===== src/rtl/cpu_pkg.sv =====
// Shared encodings for the multi-cycle MIPS controller: opcodes, ALU/mux selects, FSM states.
package cpu_pkg;

   localparam logic [5:0] OP_RTYPE = 6'b000000;
   localparam logic [5:0] OP_LW    = 6'b100011;
   localparam logic [5:0] OP_SW    = 6'b101011;
   localparam logic [5:0] OP_BEQ   = 6'b000100;
   localparam logic [5:0] OP_J     = 6'b000010;

   localparam logic [1:0] ALUOP_ADD   = 2'b00;
   localparam logic [1:0] ALUOP_SUB   = 2'b01;
   localparam logic [1:0] ALUOP_FUNCT = 2'b10;

   localparam logic [1:0] SRCB_B       = 2'b00;
   localparam logic [1:0] SRCB_FOUR    = 2'b01;
   localparam logic [1:0] SRCB_IMM     = 2'b10;
   localparam logic [1:0] SRCB_IMM_SH2 = 2'b11;

   localparam logic [1:0] PCSRC_ALU    = 2'b00;
   localparam logic [1:0] PCSRC_ALUOUT = 2'b01;
   localparam logic [1:0] PCSRC_JUMP   = 2'b10;

   typedef enum logic [3:0] {
      IDLE      = 4'd0,
      FETCH     = 4'd1,
      DECODE    = 4'd2,
      MEM_ADDR  = 4'd3,
      MEM_READ  = 4'd4,
      MEM_WB    = 4'd5,
      MEM_WRITE = 4'd6,
      EXECUTE   = 4'd7,
      ALU_WB    = 4'd8,
      BRANCH    = 4'd9,
      JUMP      = 4'd10
   } state_t;

   function automatic logic op_legal(input logic [5:0] op);
      return (op == OP_RTYPE) || (op == OP_LW) || (op == OP_SW) ||
             (op == OP_BEQ) || (op == OP_J);
   endfunction

endpackage


===== src/rtl/cpu_mc_next_state.sv =====
// Next-state logic for the multi-cycle controller; purely combinational.
module cpu_mc_next_state
   import cpu_pkg::*;
(
   input  state_t     state,
   input  logic [5:0] opcode,
   input  logic [5:0] opcode_q,
   input  logic       mem_rdy,
   output state_t     state_next
);

   always_comb begin
      state_next = IDLE;
      case (state)
         IDLE:      state_next = FETCH;
         FETCH:     state_next = mem_rdy ? DECODE : FETCH;
         DECODE: begin
            case (opcode)
               OP_RTYPE:     state_next = EXECUTE;
               OP_LW, OP_SW: state_next = MEM_ADDR;
               OP_BEQ:       state_next = BRANCH;
               OP_J:         state_next = JUMP;
               default:      state_next = FETCH;
            endcase
         end
         // DECODE only admits lw/sw here, so anything not lw is a store
         MEM_ADDR:  state_next = (opcode_q == OP_LW) ? MEM_READ : MEM_WRITE;
         MEM_READ:  state_next = mem_rdy ? MEM_WB : MEM_READ;
         MEM_WB:    state_next = FETCH;
         MEM_WRITE: state_next = mem_rdy ? FETCH : MEM_WRITE;
         EXECUTE:   state_next = ALU_WB;
         ALU_WB:    state_next = FETCH;
         BRANCH:    state_next = FETCH;
         JUMP:      state_next = FETCH;
         default:   state_next = IDLE;
      endcase
   end

endmodule


===== src/rtl/cpu_multicycle_control.sv =====
// Moore controller sequencing a multi-cycle MIPS datapath (R-type, lw, sw, beq, j).
//   state     | meaning
//   IDLE      | post-reset, all outputs quiet
//   FETCH     | read instruction at PC, PC+4 -> PC when memory ready
//   DECODE    | branch target -> ALUOut, dispatch on opcode
//   MEM_ADDR  | A + imm -> ALUOut
//   MEM_READ  | load data from memory, wait for ready
//   MEM_WB    | MDR -> rt
//   MEM_WRITE | store B to memory, wait for ready
//   EXECUTE   | A op B
//   ALU_WB    | ALUOut -> rd
//   BRANCH    | compare A/B, PC <- ALUOut if zero
//   JUMP      | PC <- jump target
module cpu_multicycle_control
   import cpu_pkg::*;
#(
   parameter int unsigned STATE_W     = 4,
   parameter int unsigned MEM_WAIT_EN = 1
) (
   input  logic               clk,
   input  logic               rst,
   input  logic [5:0]         opcode,
   input  logic               zero,
   input  logic               mem_ready,
   output logic               pc_write,
   output logic               pc_write_cond,
   output logic               pc_en,
   output logic               i_or_d,
   output logic               mem_read,
   output logic               mem_write,
   output logic               ir_write,
   output logic               mem_to_reg,
   output logic               reg_dst,
   output logic               reg_write,
   output logic               alu_src_a,
   output logic [1:0]         alu_src_b,
   output logic [1:0]         alu_op,
   output logic [1:0]         pc_source,
   output logic               illegal_op,
   output logic [STATE_W-1:0] state
);

   state_t     state_q;
   state_t     state_next;
   logic [5:0] opcode_q;
   logic       mem_rdy;

   assign mem_rdy = (MEM_WAIT_EN != 0) ? mem_ready : 1'b1;

   cpu_mc_next_state u_next_state (
      .state      (state_q),
      .opcode     (opcode),
      .opcode_q   (opcode_q),
      .mem_rdy    (mem_rdy),
      .state_next (state_next)
   );

   always_ff @(posedge clk or posedge rst) begin
      if (rst) begin
         state_q <= IDLE;
      end else begin
         state_q <= state_next;
      end
   end

   always_ff @(posedge clk or posedge rst) begin
      if (rst) begin
         opcode_q <= 6'd0;
      end else if (state_q == DECODE) begin
         opcode_q <= opcode;
      end
   end

   always_comb begin
      pc_write      = 1'b0;
      pc_write_cond = 1'b0;
      i_or_d        = 1'b0;
      mem_read      = 1'b0;
      mem_write     = 1'b0;
      ir_write      = 1'b0;
      mem_to_reg    = 1'b0;
      reg_dst       = 1'b0;
      reg_write     = 1'b0;
      alu_src_a     = 1'b0;
      alu_src_b     = SRCB_B;
      alu_op        = ALUOP_ADD;
      pc_source     = PCSRC_ALU;
      illegal_op    = 1'b0;
      case (state_q)
         FETCH: begin
            mem_read  = 1'b1;
            alu_src_b = SRCB_FOUR;
            ir_write  = mem_rdy;
            pc_write  = mem_rdy;
         end
         DECODE: begin
            alu_src_b  = SRCB_IMM_SH2;
            illegal_op = ~op_legal(opcode);
         end
         MEM_ADDR: begin
            alu_src_a = 1'b1;
            alu_src_b = SRCB_IMM;
         end
         MEM_READ: begin
            mem_read = 1'b1;
            i_or_d   = 1'b1;
         end
         MEM_WB: begin
            reg_write  = 1'b1;
            mem_to_reg = 1'b1;
         end
         MEM_WRITE: begin
            mem_write = 1'b1;
            i_or_d    = 1'b1;
         end
         EXECUTE: begin
            alu_src_a = 1'b1;
            alu_op    = ALUOP_FUNCT;
         end
         ALU_WB: begin
            reg_write = 1'b1;
            reg_dst   = 1'b1;
         end
         BRANCH: begin
            alu_src_a     = 1'b1;
            alu_op        = ALUOP_SUB;
            pc_write_cond = 1'b1;
            pc_source     = PCSRC_ALUOUT;
         end
         JUMP: begin
            pc_write  = 1'b1;
            pc_source = PCSRC_JUMP;
         end
         default: ;
      endcase
   end

   assign pc_en = pc_write | (pc_write_cond & zero);
   assign state = STATE_W'(state_q);

endmodule


===== config.mk =====
export PLATFORM = sky130hd
export DESIGN_NAME = cpu_multicycle_control
export DESIGN_NICKNAME = d
export VERILOG_FILES = /design/src/rtl/cpu_pkg.sv /design/src/rtl/cpu_mc_next_state.sv /design/src/rtl/cpu_multicycle_control.sv
export SDC_FILE = /design/constraint.sdc
export NUM_CORES = 1
export LEC_CHECK = 0
export ABC_AREA = 1
export BUFFER_PORTS_ARGS = -buffer_cell sky130_fd_sc_hd__buf_4
export CAP_MARGIN = 10
export CORE_MARGIN = 5
export CORE_UTILIZATION = 40
export CTS_BUF_LIST = sky130_fd_sc_hd__clkbuf_8 sky130_fd_sc_hd__clkbuf_16
export CTS_CLUSTER_DIAMETER = 100
export DETAILED_ROUTE_END_ITERATION = 16
export GPL_TIMING_DRIVEN = 1
export PLACE_DENSITY = 0.7
export SLEW_MARGIN = 0
export SYNTH_ARGS = -nofsm -noshare
export SYNTH_HDL_FRONTEND = slang
export SYNTH_SLANG_ARGS = --single-unit

===== constraint.sdc =====
create_clock -name clk -period 4 [get_ports clk]
set_clock_uncertainty 0.15 [all_clocks]
set_input_delay 0.6 -clock clk [delete_from_list [all_inputs] [get_ports clk]]
set_output_delay 0.6 -clock clk [all_outputs]
set_load 0.03 [all_outputs]

## Word level (Yosys, flattened, before mapping)

Cells that the tools add are included.

- Register bits after elaboration: 10
- Input port bits: 10
- Output and inout port bits: 22
- Word-level logic and storage cells: 52

- Equality and inequality tests: 15
- Multiplexer cells: 20
- Bitwise operators: 3
- Reductions and logical operators: 12

Operators with widths:

| cell | count |
|---|---|
| 4-bit case mux with 7 select lines | 1 |
| 6-bit equality test (second input constant) | 3 |
| 4-bit by 3-bit equality test with 1-bit output (second input constant) | 4 |
| 4-bit case mux with 4 select lines | 1 |
| 4-bit equality test (second input constant) | 3 |
| 1-bit 2-to-1 mux | 11 |
| 4-bit by 2-bit equality test with 1-bit output (second input constant) | 2 |
| 2-bit case mux with 2 select lines | 2 |
| 2-bit OR reduction | 4 |
| 6-bit by 2-bit equality test with 1-bit output (second input constant) | 1 |
| 6-bit by 3-bit equality test with 1-bit output (second input constant) | 1 |
| 6-bit zero test | 1 |
| 2-bit case mux with 3 select lines | 1 |
| 5-bit OR reduction | 1 |
| 4-bit by 1-bit equality test with 1-bit output (second input constant) | 1 |
| 4-bit zero test | 1 |
| 1-bit logical OR | 4 |
| 2-bit 2-to-1 mux | 2 |
| 3-bit 2-to-1 mux | 1 |
| 3-bit OR reduction | 1 |
| 1-bit case mux with 2 select lines | 1 |
| 1-bit bitwise AND | 1 |
| 1-bit NOT | 1 |
| 1-bit bitwise OR | 1 |

## Longest topological paths before layout

- Word-level depth: 7
- Mapped depth: 8
- Mapped depth without buffers: 7

## Modules after synthesis

From an unflattened synthesis, not the netlist that was laid out.

- Cell total of the unflattened synthesis: 127
- Area total of the unflattened synthesis: 794.5 µm²

By module, submodules not included:

| module | instances | cells an instance | area an instance (µm²) | sequential area each (µm²) |
|---|---|---|---|---|
| cpu_multicycle_control | 1 | 72 | 541.8 | 250.2 |
| cpu_mc_next_state | 1 | 55 | 252.7 | 0.0 |

## Least setup slack after synthesis

OpenSTA, ideal clock, no wires.

- Path kind: flip-flop to output port
- From: register state_q[2], in the netlist state[2]
- To: output reg_write
- Data arrival time: 1.533 ns
- Required time: 3.250 ns
- Setup slack: 1.717 ns
- Cell stages (with the launch flop): 6
- Buffers on the path: 0
- Path through: dfrtp_1 inv_1 nand2_1 inv_1 nand2_1 o21ai_0

- Longest elaborated chain between the ends: 3
- Elaborated cells on any way between the ends: 4
- Classes of those cells: 2 x eq/ne; 1 x mux; 1 x reduce/logical

Ends and longest elaborated chain:

| what | line | RTL |
|---|---|---|
| start, declared | cpu_multicycle_control.sv:43 | `state_t state_q;` |
| start signal, assigned | cpu_multicycle_control.sv:62 | `state_q <= state_next;` |
| 4-bit by 3-bit equality test with 1-bit output or 4-bit equality test (tied branches) | cpu_multicycle_control.sv:89 | `case (state_q)` |
| 2-bit OR reduction (no line) * | n/a |  |
| 1-bit 2-to-1 mux * | cpu_multicycle_control.sv:89 |  |
| end, declared | cpu_multicycle_control.sv:34 | `output logic reg_write,` |

Every way passes the cells marked *; elsewhere a longest branch is shown, timed or not.

## Worst setup path in the final report

- From: register state_q[3], in the netlist state[3]
- To: output pc_en

- Longest elaborated chain between the ends: 4
- Elaborated cells on any way between the ends: 7
- Classes of those cells: 3 x eq/ne; 2 x mux; 2 x bitwise

Ends and longest elaborated chain:

| what | line | RTL |
|---|---|---|
| 4-bit equality test | cpu_multicycle_control.sv:89 |  |
| 1-bit 2-to-1 mux | cpu_multicycle_control.sv:89 |  |
| 1-bit bitwise AND | cpu_multicycle_control.sv:138 | `assign pc_en = pc_write \| (pc_write_cond & zero);` |
| 1-bit bitwise OR * | cpu_multicycle_control.sv:138 |  |
| end, declared | cpu_multicycle_control.sv:27 | `output logic pc_en,` |

Marks and branches as above.

==> summary.txt <==
status = finished clean
Worst setup SP type = flip-flop
slew margin rel. = 75.27%
slowest cell delay on critical path = 0.41 ns
Hold Fails Final Rpt = 0
hold_ws = 0.1894 ns
most frequent CP cell = inv_2
WS Path Type = reg -> out
Gate Count Post-Synth = 115
sequential share of the synthesized area = 35.03%
Syn Std Cell Area = 714.4 µm²
Worst Setup EP = pc_en
vias in the first global route = 681
crit-path cells = nor2_1 > inv_2 > nor2_2 > nand2_2 > o21ai_2 > inv_2 > nand2_1 > buf_4
I/O pin total = 32
first-pass GRT wire length = 2.835 mm
Clock Path Buffers = 2
CP top delay family = simple AND/OR/NAND/NOR gates
DR vias/cell = 4.471
Vias = 769
leading cell type in the layout, fill and taps excluded = nand2_1
Yosys reg bits = 10
VDD IR max = 0.0003724 V
Crit path depth = 8
post-cts sizing count = 0
Die Ht = 52.26 µm
Worst setup startpoint = state[3]$_DFF_PP0_
H-tree levels = 1
num rows = 15
insertion delay to the later sink of the worst-skew pair = 0.23 ns
Setup Viol. Count Final = 0
DIE WIDTH = 52.26 µm
share of layout cells above drive strength 1 = 31.29%
Netlist cell types = 17
Pwr Density = 753.1 nW/µm²
DRT iter0 DRCs = 9
worst reg2reg setup slack = 2.59 ns
crit path capture type = primary output
leading area contributor after synthesis = dfrtp_1
# hold bufs at CTS = 0
Final Routed Wirelength = 1.790 mm
pin count of the biggest net entering global routing = 11
Syn Area/Cell = 6.212 µm²
yosys warns = 0
core box area = 1708 µm²
CTS tree = built
wire per inst = 10.41 µm
Area growth syn-to-layout = 40.11%
GRT Resource Usage Total = 14.22%
syn_nets = 125
ANT nets after route = 0
crit-path max FO = 5
WP buf/inv = 3
starting density of the core = 41.83%
# DRC = 0
area share of the leading cell type in the synthesized netlist = 35.03%
fmax = 436.1 MHz
Arr. time, crit path = 1.54 ns
worst slew pin tran = 0.3705 ns
Cell Area, Placed = 959.7 µm²
Req. time, crit path = 3.25 ns
Final Slew Violations = 0
Slowest cell on crit path = dfrtp_1
reg-to-reg endpoint = state[2]$_DFF_PP0_
most frequent cells in the layout = 38 x nand2_1, 31 x buf_4, 21 x nor2_1, 16 x inv_1, 10 x dfrtp_1
worst min path class = in -> async
Reg clk slew, reported paths = 0.05 ns
Post-CTS Setup Inserts = 0
IO Port Bufs = 31
Post-DP HPWL = 1.507 mm
Die Footprint = 2731 µm²
LEAKAGE = 0.6130 nW
setup TNS = 0 ns
min Tclk post-route = 2.293 ns
root buffer cell = clkbuf_8
synth top area cells = dfrtp_1 35%, nand2_1 20%, nor2_1 11%
RSZ-0062 raised after global routing = no
RePlAce Congestion = 0.7662
Final period util = 57.32%
Num CTS Buffers = 3
Nets = 159
n_diodes = 0
antenna violations before repair = 0
# clock sinks = 10
Finished Cell Area = 1001 µm²
reg2reg start = state[1]$_DFF_PP0_
count of maximum capacitance violations = 0
cells on worst reg2reg path = 6
first drt pass iteration count = 4
total grt overflow = 0
## stage by stage
stage          power, mW  instances  setup slack [ns]  util, %
6_report          0.7539        172             1.707    58.61
5_1_grt           0.8082        172             1.613    58.61
4_1_cts           0.7617        172             1.707    58.61
3_5_place_dp      0.6552        169             1.822    56.19
3_3_place_gp      0.6474        169             1.885    56.19
2_1_floorplan     0.5084        115             1.717        -
## cells by family (layout without fill, tap and decap cells)
kind of cell,after synthesis,after routing,share of synthesized area [%]
compound gates,10,10,7.530
buf+inv,23,55,14.01
flops,10,10,35.03
simple gates,72,72,43.43
## cell type report
type | count | area (µm²)
Multi-Input combinational cell | 82 | 364.1
Clock buffer | 3 | 41.29
Tap cell | 25 | 31.28
Sequential cell | 10 | 250.2
Fill cell | 168 | 706.9
Timing Repair Buffer | 31 | 232.7
Inverter | 21 | 81.33
## worst min path at each step
stage,slack [ns],cells past startpoint,to,from
final,0.19,2,opcode_q[3]$_DFFE_PP0P_,rst
after global routing,0.24,2,opcode_q[2]$_DFFE_PP0P_,rst
after global placement,0.31,2,opcode_q[0]$_DFFE_PP0P_,opcode_q[0]$_DFFE_PP0P_
after CTS,0.20,2,opcode_q[1]$_DFFE_PP0P_,rst
after detailed placement,0.32,2,opcode_q[2]$_DFFE_PP0P_,opcode_q[2]$_DFFE_PP0P_
after floorplan,0.29,1,opcode_q[0]$_DFFE_PP0P_,rst
## report_power, final
group	switching [mW]	internal, mW
registers	0.0402	0.146
logic	0.308	0.156
clock network	0.0373	0.0657
total	0.386	0.368
## worst register-to-register path, stage by stage (launching register included)
cell and delay, ns:
dfrtp_1 0.51, nand2_2 0.18, nor2_8 0.21, inv_4 0.08, nor2_2 0.08, nor2_1 0.04
nand2_1 0.08
## cells in the mapped netlist
master	n
o21ai_2	1
nand2_1	38
nor2_8	1
nand2_2	2
inv_4	1
inv_1	16
nor2_1	21
nand4_1	2
inv_2	4
o21ai_0	6
buf_6	1
a21oi_1	1
nand3_1	5
nor2_2	3
dfrtp_1	10
buf_4	1
o21ai_1	2
## state kept, by name, summed over array words and instances (netlist names)
signal and flops:
state 4, opcode_q 6
## per-layer routing
metal  part of all wire (%)  vias up  GRT usage [%]
met5                      0        -              0
met3                    4.6        4          3.419
met4                    1.5        0          6.383
met2                     48       25          24.06
li1                       -      406              -
met1                     46      334          16.90
Power figures use the tool's default switching activity.
